`config.mk`:
```
export PLATFORM = sky130hd
export DESIGN_NAME = booth_seq_multiplier
export DESIGN_NICKNAME = d
export VERILOG_FILES = /design/src/rtl/mult_pkg.sv /design/src/rtl/booth_radix4_encoder.sv /design/src/rtl/booth_seq_multiplier.sv
export SDC_FILE = /design/constraint.sdc
export NUM_CORES = 1
export LEC_CHECK = 0
export BUFFER_PORTS_ARGS = -buffer_cell sky130_fd_sc_hd__buf_2
export CAP_MARGIN = 20
export CORE_MARGIN = 5
export CORE_UTILIZATION = 53
export DETAILED_ROUTE_END_ITERATION = 8
export GPL_TIMING_DRIVEN = 1
export PLACE_DENSITY = 0.77
export SYNTH_ARGS = -nofsm -noshare
export SYNTH_HDL_FRONTEND = slang
export SYNTH_SLANG_ARGS = --single-unit
```
`constraint.sdc`:
```
create_clock -name clk -period 5.4 [get_ports clk]
set_input_delay 0.54 -clock clk [delete_from_list [all_inputs] [get_ports clk]]
set_output_delay 0.54 -clock clk [all_outputs]
set_load 0.01 [all_outputs]
```
`src/rtl/mult_pkg.sv`:
```
// -----------------------------------------------------------------------------
// mult_pkg
// Shared types for the sequential radix-4 Booth multiplier.
//   state_t       : controller states (IDLE, CALC, DONE)
//   booth_digit_t : one recoded radix-4 Booth digit, signed, range -2..+2
//   D_*           : named digit values used by the encoder and the addend mux
// -----------------------------------------------------------------------------
package mult_pkg;

  typedef enum logic [1:0] {
    IDLE = 2'd0,
    CALC = 2'd1,
    DONE = 2'd2
  } state_t;

  typedef logic signed [2:0] booth_digit_t;

  localparam booth_digit_t D_ZERO = 3'sb000;
  localparam booth_digit_t D_P1   = 3'sb001;
  localparam booth_digit_t D_P2   = 3'sb010;
  localparam booth_digit_t D_M2   = 3'sb110;
  localparam booth_digit_t D_M1   = 3'sb111;

endpackage

```
`src/rtl/booth_radix4_encoder.sv`:
```
// -----------------------------------------------------------------------------
// booth_radix4_encoder
// Combinational radix-4 Booth recoder. Maps one overlapping multiplier slice
// {b[2i+1], b[2i], b[2i-1]} to a digit in {-2,-1,0,+1,+2}.
// Ports:
//   slice_i : 3-bit overlapping multiplier slice
//   digit_o : recoded Booth digit
// -----------------------------------------------------------------------------
module booth_radix4_encoder
  import mult_pkg::*;
(
  input  logic [2:0]   slice_i,
  output booth_digit_t digit_o
);

  always_comb begin
    digit_o = D_ZERO;
    unique case (slice_i)
      3'b001, 3'b010: digit_o = D_P1;
      3'b011:         digit_o = D_P2;
      3'b100:         digit_o = D_M2;
      3'b101, 3'b110: digit_o = D_M1;
      default:        digit_o = D_ZERO;
    endcase
  end

endmodule

```
`src/rtl/booth_seq_multiplier.sv`:
```
// -----------------------------------------------------------------------------
// booth_seq_multiplier
// Sequential radix-4 Booth multiplier, one digit per clock, signed or unsigned.
// Fixed latency: out_valid rises WIDTH/2+1 edges after the accepting edge.
// Ports:
//   clk, reset           : clock, synchronous active-high reset
//   in_valid / in_ready  : operand handshake (ready only while idle)
//   a, b, is_signed      : multiplicand, multiplier, operand interpretation
//   out_valid / out_ready: result handshake (valid only while done)
//   product              : registered 2*WIDTH-bit product
// -----------------------------------------------------------------------------
module booth_seq_multiplier
  import mult_pkg::*;
#(
  parameter int WIDTH = 32
) (
  input  logic                 clk,
  input  logic                 reset,
  input  logic                 in_valid,
  output logic                 in_ready,
  input  logic [WIDTH-1:0]     a,
  input  logic [WIDTH-1:0]     b,
  input  logic                 is_signed,
  output logic                 out_valid,
  input  logic                 out_ready,
  output logic [2*WIDTH-1:0]   product
);

  localparam int NDIG  = WIDTH / 2 + 1;
  localparam int CNT_W = $clog2(WIDTH / 2 + 2);
  localparam int ACC_W = 2 * WIDTH + 2;
  localparam logic [CNT_W-1:0] LAST = CNT_W'(NDIG - 1);

  state_t                    state_q, state_d;
  logic signed [WIDTH+1:0]   a_q, a_d;
  // Extended multiplier with an implicit 0 appended below the LSB; it shifts
  // right by two each CALC cycle so the current slice is always b_q[2:0].
  logic        [WIDTH+2:0]   b_q, b_d;
  logic        [CNT_W-1:0]   cnt_q, cnt_d;
  logic signed [ACC_W-1:0]   acc_q, acc_d;
  logic        [2*WIDTH-1:0] prod_q, prod_d;

  booth_digit_t              digit;
  logic signed [ACC_W-1:0]   a_wide;
  logic signed [ACC_W-1:0]   addend;

  booth_radix4_encoder u_enc (
    .slice_i (b_q[2:0]),
    .digit_o (digit)
  );

  // Addends enter at weight 2^WIDTH and the accumulator is pre-shifted by 2
  // each step, so after WIDTH/2+1 digits the accumulator equals A*B exactly
  // with no bits lost off the bottom.
  always_comb begin
    a_wide = {{WIDTH{a_q[WIDTH+1]}}, a_q};
    unique case (digit)
      D_P1:    addend = a_wide <<< WIDTH;
      D_P2:    addend = a_wide <<< (WIDTH + 1);
      D_M1:    addend = -(a_wide <<< WIDTH);
      D_M2:    addend = -(a_wide <<< (WIDTH + 1));
      default: addend = '0;
    endcase
  end

  always_comb begin
    state_d   = state_q;
    a_d       = a_q;
    b_d       = b_q;
    cnt_d     = cnt_q;
    acc_d     = acc_q;
    prod_d    = prod_q;
    in_ready  = (state_q == IDLE);
    out_valid = (state_q == DONE);
    unique case (state_q)
      IDLE: begin
        if (in_valid) begin
          a_d     = is_signed ? {{2{a[WIDTH-1]}}, a} : {2'b00, a};
          b_d     = {(is_signed ? {2{b[WIDTH-1]}} : 2'b00), b, 1'b0};
          cnt_d   = '0;
          acc_d   = '0;
          state_d = CALC;
        end
      end
      CALC: begin
        acc_d = (acc_q >>> 2) + addend;
        b_d   = {2'b00, b_q[WIDTH+2:2]};
        cnt_d = cnt_q + 1'b1;
        if (cnt_q == LAST) begin
          prod_d  = acc_d[2*WIDTH-1:0];
          state_d = DONE;
        end
      end
      DONE: begin
        if (out_ready) state_d = IDLE;
      end
      default: state_d = IDLE;
    endcase
  end

  always_ff @(posedge clk) begin
    if (reset) begin
      state_q <= IDLE;
      a_q     <= '0;
      b_q     <= '0;
      cnt_q   <= '0;
      acc_q   <= '0;
      prod_q  <= '0;
    end else begin
      state_q <= state_d;
      a_q     <= a_d;
      b_q     <= b_d;
      cnt_q   <= cnt_d;
      acc_q   <= acc_d;
      prod_q  <= prod_d;
    end
  end

  assign product = prod_q;

endmodule

```
======== Word level (Yosys, flattened, before mapping) ========
Cells that the tools add are included.
operators by class
  add/sub/neg operators ................... 4
  equality and inequality tests ........... 16
  reduce and logical (&&, ||, !) cells .... 8
  multiplexer cells ....................... 14
operator list
  operator                                                         count
  66-bit one-hot mux with 4 select lines                           1
  66-bit negator                                                   2
  66-bit one-hot mux with 2 select lines                           1
  35-bit one-hot mux with 2 select lines                           1
  64-bit by 66-bit adder with 66-bit output                        1
  66-bit 2-to-1 mux                                                1
  35-bit 2-to-1 mux                                                1
  34-bit 2-to-1 mux                                                1
  3-bit == test, second input constant                             5
  3-bit one-hot mux with 4 select lines                            1
  5-bit one-hot mux with 2 select lines                            1
  3-bit by 2-bit == test with 1-bit output, second input constant  3
  2-bit 2-to-1 mux                                                 4
  3-bit by 1-bit == test with 1-bit output, second input constant  2
  2-bit one-hot mux with 3 select lines                            1
  2-bit AND reduction                                              3
  5-bit by 1-bit adder with 5-bit output, second input constant    1
  5-bit == test, second input constant                             1
  5-bit 2-to-1 mux                                                 1
  2-bit != test, second input constant                             2
  2-bit OR reduction                                               2
  3-bit AND reduction                                              1
  2-bit by 1-bit == test with 1-bit output, second input constant  1
  2-bit == test, second input constant                             1
  3 further kinds                                                  3
word-level totals
  output and inout port bits .............. 66
  input port bits ......................... 69
  word-level logic and storage cells ...... 48
  register bits after elaboration ......... 206

======== Logic depth before layout (Yosys ltp) ========
  word-level depth ........................ 7
  mapped depth ............................ 24
  mapped depth without buffers ............ 23

======== Modules after synthesis ========
A second synthesis with hierarchy kept.
second synthesis, totals
  cells, all modules ...................... 1429
  area, all modules ....................... 10571.4 um^2
by module, submodules not included
  module                area each (um^2)  instances  cells each  seq. area each (um^2)
  booth_seq_multiplier  10543.9           1          1425        4043.9
  booth_radix4_encoder  27.5              1          4           0.0

======== Worst setup path before layout ========
Ideal clock, no wire load.
  path type ............................... register to register
  start ................................... register a_q[0]
  end ..................................... register acc_q[65]
  slack ................................... 0.058 ns
  library setup time ...................... 0.114 ns
  stages on the path, launching flop included .. 25
  buffers on the path ..................... 1
  required time ........................... 5.286 ns
  arrival time ............................ 5.228 ns
  cells stage by stage .................... dfxtp_1 inv_1 ha_1 or3b_2 or2_4 nor4_4 nand3_2 or3_4 or3_4 nand2_2 xnor2_1 a221oi_1 a21oi_1 ha_1 clkbuf_1 nand3_1 o221ai_1 nor2b_1 a32o_1 o21ai_0 o221a_2 o211ai_1 nand3_1 a31o_2 a21o_1
on the way
  longest elaborated chain between the ends .. 4
  elaborated cells between the ends (all ways) .. 5
  those cells by class .................... add/sub: 3; mux: 2
RTL lines
  item                                         line                                                    RTL
  from (decl)                                  booth_seq_multiplier.sv:35                              logic signed [WIDTH+1:0] a_q, a_d;
  from (signal assigned)                       booth_seq_multiplier.sv:104                             a_q <= '0;
  from (signal assigned)                       booth_seq_multiplier.sv:111                             a_q <= a_d;
  66-bit negator (on tied branches)            booth_seq_multiplier.sv:60, booth_seq_multiplier.sv:61
  66-bit one-hot mux with 4 select lines *     booth_seq_multiplier.sv:57                              unique case (digit)
  64-bit by 66-bit adder with 66-bit output *  booth_seq_multiplier.sv:86                              acc_d = (acc_q >>> 2) + addend;
  66-bit one-hot mux with 2 select lines *     booth_seq_multiplier.sv:75                              unique case (state_q)
  to (signal assigned)                         booth_seq_multiplier.sv:107                             acc_q <= '0;
  to (signal assigned)                         booth_seq_multiplier.sv:114                             acc_q <= acc_d;
  to (decl)                                    booth_seq_multiplier.sv:40                              logic signed [ACC_W-1:0] acc_q, acc_d;
Mark *: on every way between the ends. The rest lies on a longest branch, timed or not.
A chain may end at the register's enable or synchronous reset.

======== Final worst setup path ========
  start ................................... register a_q[6]
  end ..................................... register acc_q[65]
Same word-level chain as after synthesis.

==> results.md <==
* RR Endpoint: acc_q[65]
* Worst setup margin at 0.139 ns
* Share of cells above drive strength 1 at 17.2%
* CTS Buf Count at 23
* Cell area after layout at 12,600 um^2
* Hpwl dp at 19,500 um
* Initial drt markers at 807
* Fin nets at 1,644
* Starting Density at 53.9%
* Worst setup path startpoint: a_q[6]
* Die Wd at 154 um
* Clk slew on worst S/H paths at 0.06 ns
* I/O pin total at 135
* Simple-Gate Fraction of Synth Area at 23.7%
* 1st-pass router iterations at 6
* DP Worst Slack at 0.0377 ns
* Unique masters post-synth at 72
* Initial antenna violation count at 0
* Status: finished, final reports clean
* Largest net degree at the start of global routing at 92
* Final period utilization at 97.4%
* Adder-Cell Fraction of Synth Area at 4.30%
* Cell count after synthesis at 1,449
* Hold Crit Class: in -> reg
* Synthesized net count at 1,555
* Gp weighted congestion at 0.915
* PortBufs at 134
* CTS tree: built
* Max Root-Sink Buffers at 3
* GRT Util Overall at 23.4%
* Global-route wire length before repair at 47,900 um
* Main combinational cell family by area after synthesis: simple AND/OR/NAND/NOR gates
* R2R cell count at 20
* RSZ-0062 raised after global routing: yes
* Worst slew pin tran at 1.03 ns
* Max Cap Viol at 0
* Endpoints failing hold at 0
* Final setup viols at 0
* Seq cells post-synth at 202
* Seq/Total Area, Yosys at 37.0%
* Row cnt at 52
* Slew Viols, Final at 0
* Post-DR vias/cell at 5.83
* Critical path arrival at 5.68 ns
* Ys Warns at 0
* WHS at 0.253 ns
* CTS Root Cell: clkbuf_16
* CP Launch Type: flip-flop
* Mux contribution to synthesized area at 0.973%
* Inserted Diodes at 0
* Number of instances in the placed design at 1,774
* Routed len/inst at 16.2 um
* Syn Area/Cell at 7.55 um^2
* Post-route ant nets at 0
* WS Path Type: reg -> reg
* Global route overflow at 0
* H-tree depth at 1
* Die H at 154 um
* Power Density at 322 nW/um^2
* Clk sink count at 202
* Xor/xnor share of the synthesized area at 6.65%
* Prevailing post-synth register cell: dfxtp_1
* Clock Latency Late Sink at 0.53 ns
* Synth Cell Area at 10,900 um^2
* CP endpoint: acc_q[65]
* Compound-Gate Fraction of Synth Area at 21.3%
* Max Fclk at 0.190 GHz
* Finished Layout Cells at 1,825
* Reg2reg setup slack at 0.14 ns
* DP Area at 11,600 um^2
* Worst Setup End Kind: flip-flop
* Die area at 23,600 um^2
* Post-synth EDFFs at 0
* Core area at 20,300 um^2
* Worst-case clock skew at 0.0138 ns
* Req. time, crit path at 5.82 ns
* Peak supply drop at 0.000249 V
* Crit path max fanout at 6
* Residual DRC at 0
* Leak at 5.10 nW
* Ys async rst share at 0%
* Vias in the first global route at 9,899
* Routed via count at 10.6k
* Worst reg2reg startpoint: a_q[6]
* Area delta synth->final at 15.5%
* Final min period at 5.26 ns
* Max-slew headroom at 31.1%
* Final WL at 29,600 um
* Setup TNS at 0 ns
cells by family (layout without fill, tap and decap cells):
logic type | after synthesis | after routing
xor gates and xnor gates | 83 | 83
AOI/OAI and AO/OA | 389 | 389
and+or+nand+nor | 596 | 596
adders and majority gates | 37 | 37
buffers and inverters | 132 | 238
DFF | 202 | 202
muxes | 10 | 10
synth_stat cells (7+ instances only):
master / count / area share (%)
o221ai_1: 7 / 0.56
a221oi_1: 16 / 1.3
a21oi_1: 194 / 8.9
dfxtp_1: 202 / 37
clkbuf_8: 14 / 1.8
buf_1: 15 / 0.51
a22o_1: 10 / 0.80
nand3_1: 66 / 3.0
ha_1: 36 / 4.1
nand4_1: 7 / 0.40
xor2_1: 35 / 2.8
o21ai_0: 61 / 2.8
a31oi_1: 17 / 0.97
a21o_1: 22 / 1.5
nor2_1: 114 / 3.9
a211oi_1: 7 / 0.48
nor3_1: 39 / 1.8
or3_1: 7 / 0.40
inv_1: 18 / 0.62
clkbuf_1: 75 / 2.6
xnor2_1: 48 / 3.8
nand2_1: 319 / 11
o21bai_1: 7 / 0.48
a22oi_1: 12 / 0.82
worst min-delay path by stage:
stage	from	to	slack, ns	cells past startpoint
finish	a[9]	a_q[9]	0.25	3
global route	a[12]	a_q[12]	0.26	3
CTS	a[23]	a_q[23]	0.24	3
detailed placement	product[45]	product[45]	0.45	2
global placement	product[58]	product[58]	0.44	2
floorplan	acc_q[52]	acc_q[52]	0.43	2
sequential cells by signal, indices dropped and copies added, names as in the netlist:
register / flops
acc_q: 64
product: 64
b_q: 34
a_q: 33
cnt_q: 5
state_q: 2
stage by stage:
| step | power, W | util, % |
|---|---|---|
| after floorplan | 0.00216 | - |
| after global placement | 0.00232 | 57.3 |
| after detailed placement | 0.00234 | 57.3 |
| after CTS | 0.00405 | 61.4 |
| after global routing | 0.00423 | 62.2 |
| final | 0.00406 | 62.2 |
timing repair:
item / 4_1_cts / 5_1_grt
hold endpoints to repair: 0 / 0
gates resized for setup: 0 / 27
setup endpoints to repair: 0 / 13
setup buffers: 0 / 9
hold buffers: 0 / 0
cells in the final DEF, fill, tap and decap left out, types with 22 or more instances in the layout:
cell       netlist  layout
nand3_1         66      65
nor3_1          39      39
o21ai_0         61      57
buf_2            1     133
nand2_1        319     317
buf_4            3      43
a21o_1          22      22
dfxtp_1        202     199
ha_1            36      35
nor2_1         114     113
xnor2_1         48      47
clkbuf_16        0      23
a21oi_1        194     191
xor2_1          35      35
critical path, stage by stage, from the launching register on:
cell and delay [ns]:
dfxtp_2 0.35, or4_4 0.52, or2_4 0.29, nor4_4 0.24, nand3_2 0.11, or3_4 0.40, or3_4 0.41, nand2_2 0.09
xnor2_2 0.09, a221oi_2 0.24, a21oi_1 0.08, ha_1 0.40, a221oi_1 0.36, o221ai_1 0.19, a32o_2 0.27, o21ai_2 0.18
o221a_4 0.22, o211ai_1 0.10, a21o_1 0.19, a31o_2 0.25, a21o_1 0.17
routing by layer:
layer	global-route usage, %	share of wire (%)	vias up
li1	-	-	5192
met1	30.3	44	5013
met2	40.6	47	369
met3	3.91	6.5	59
met4	6.39	2.4	0
met5	0	0	-
power by group:
part	internal [W]	switching, W
combinational	0.000289	0.000454
sequential	0.00155	0.0000546
clock	0.00107	0.000649
total	0.00291	0.00116
cell type report:
type / instances / area [um^2]
Tap cell: 270 / 338
Clock buffer: 27 / 621
Timing Repair Buffer: 176 / 988
Multi-Input combinational cell: 1115 / 6340
Inverter: 20 / 75.1
Clock inverter: 15 / 225
Sequential cell: 202 / 4050
Fill cell: 1882 / 7670
(Power assumes the default switching activity.)
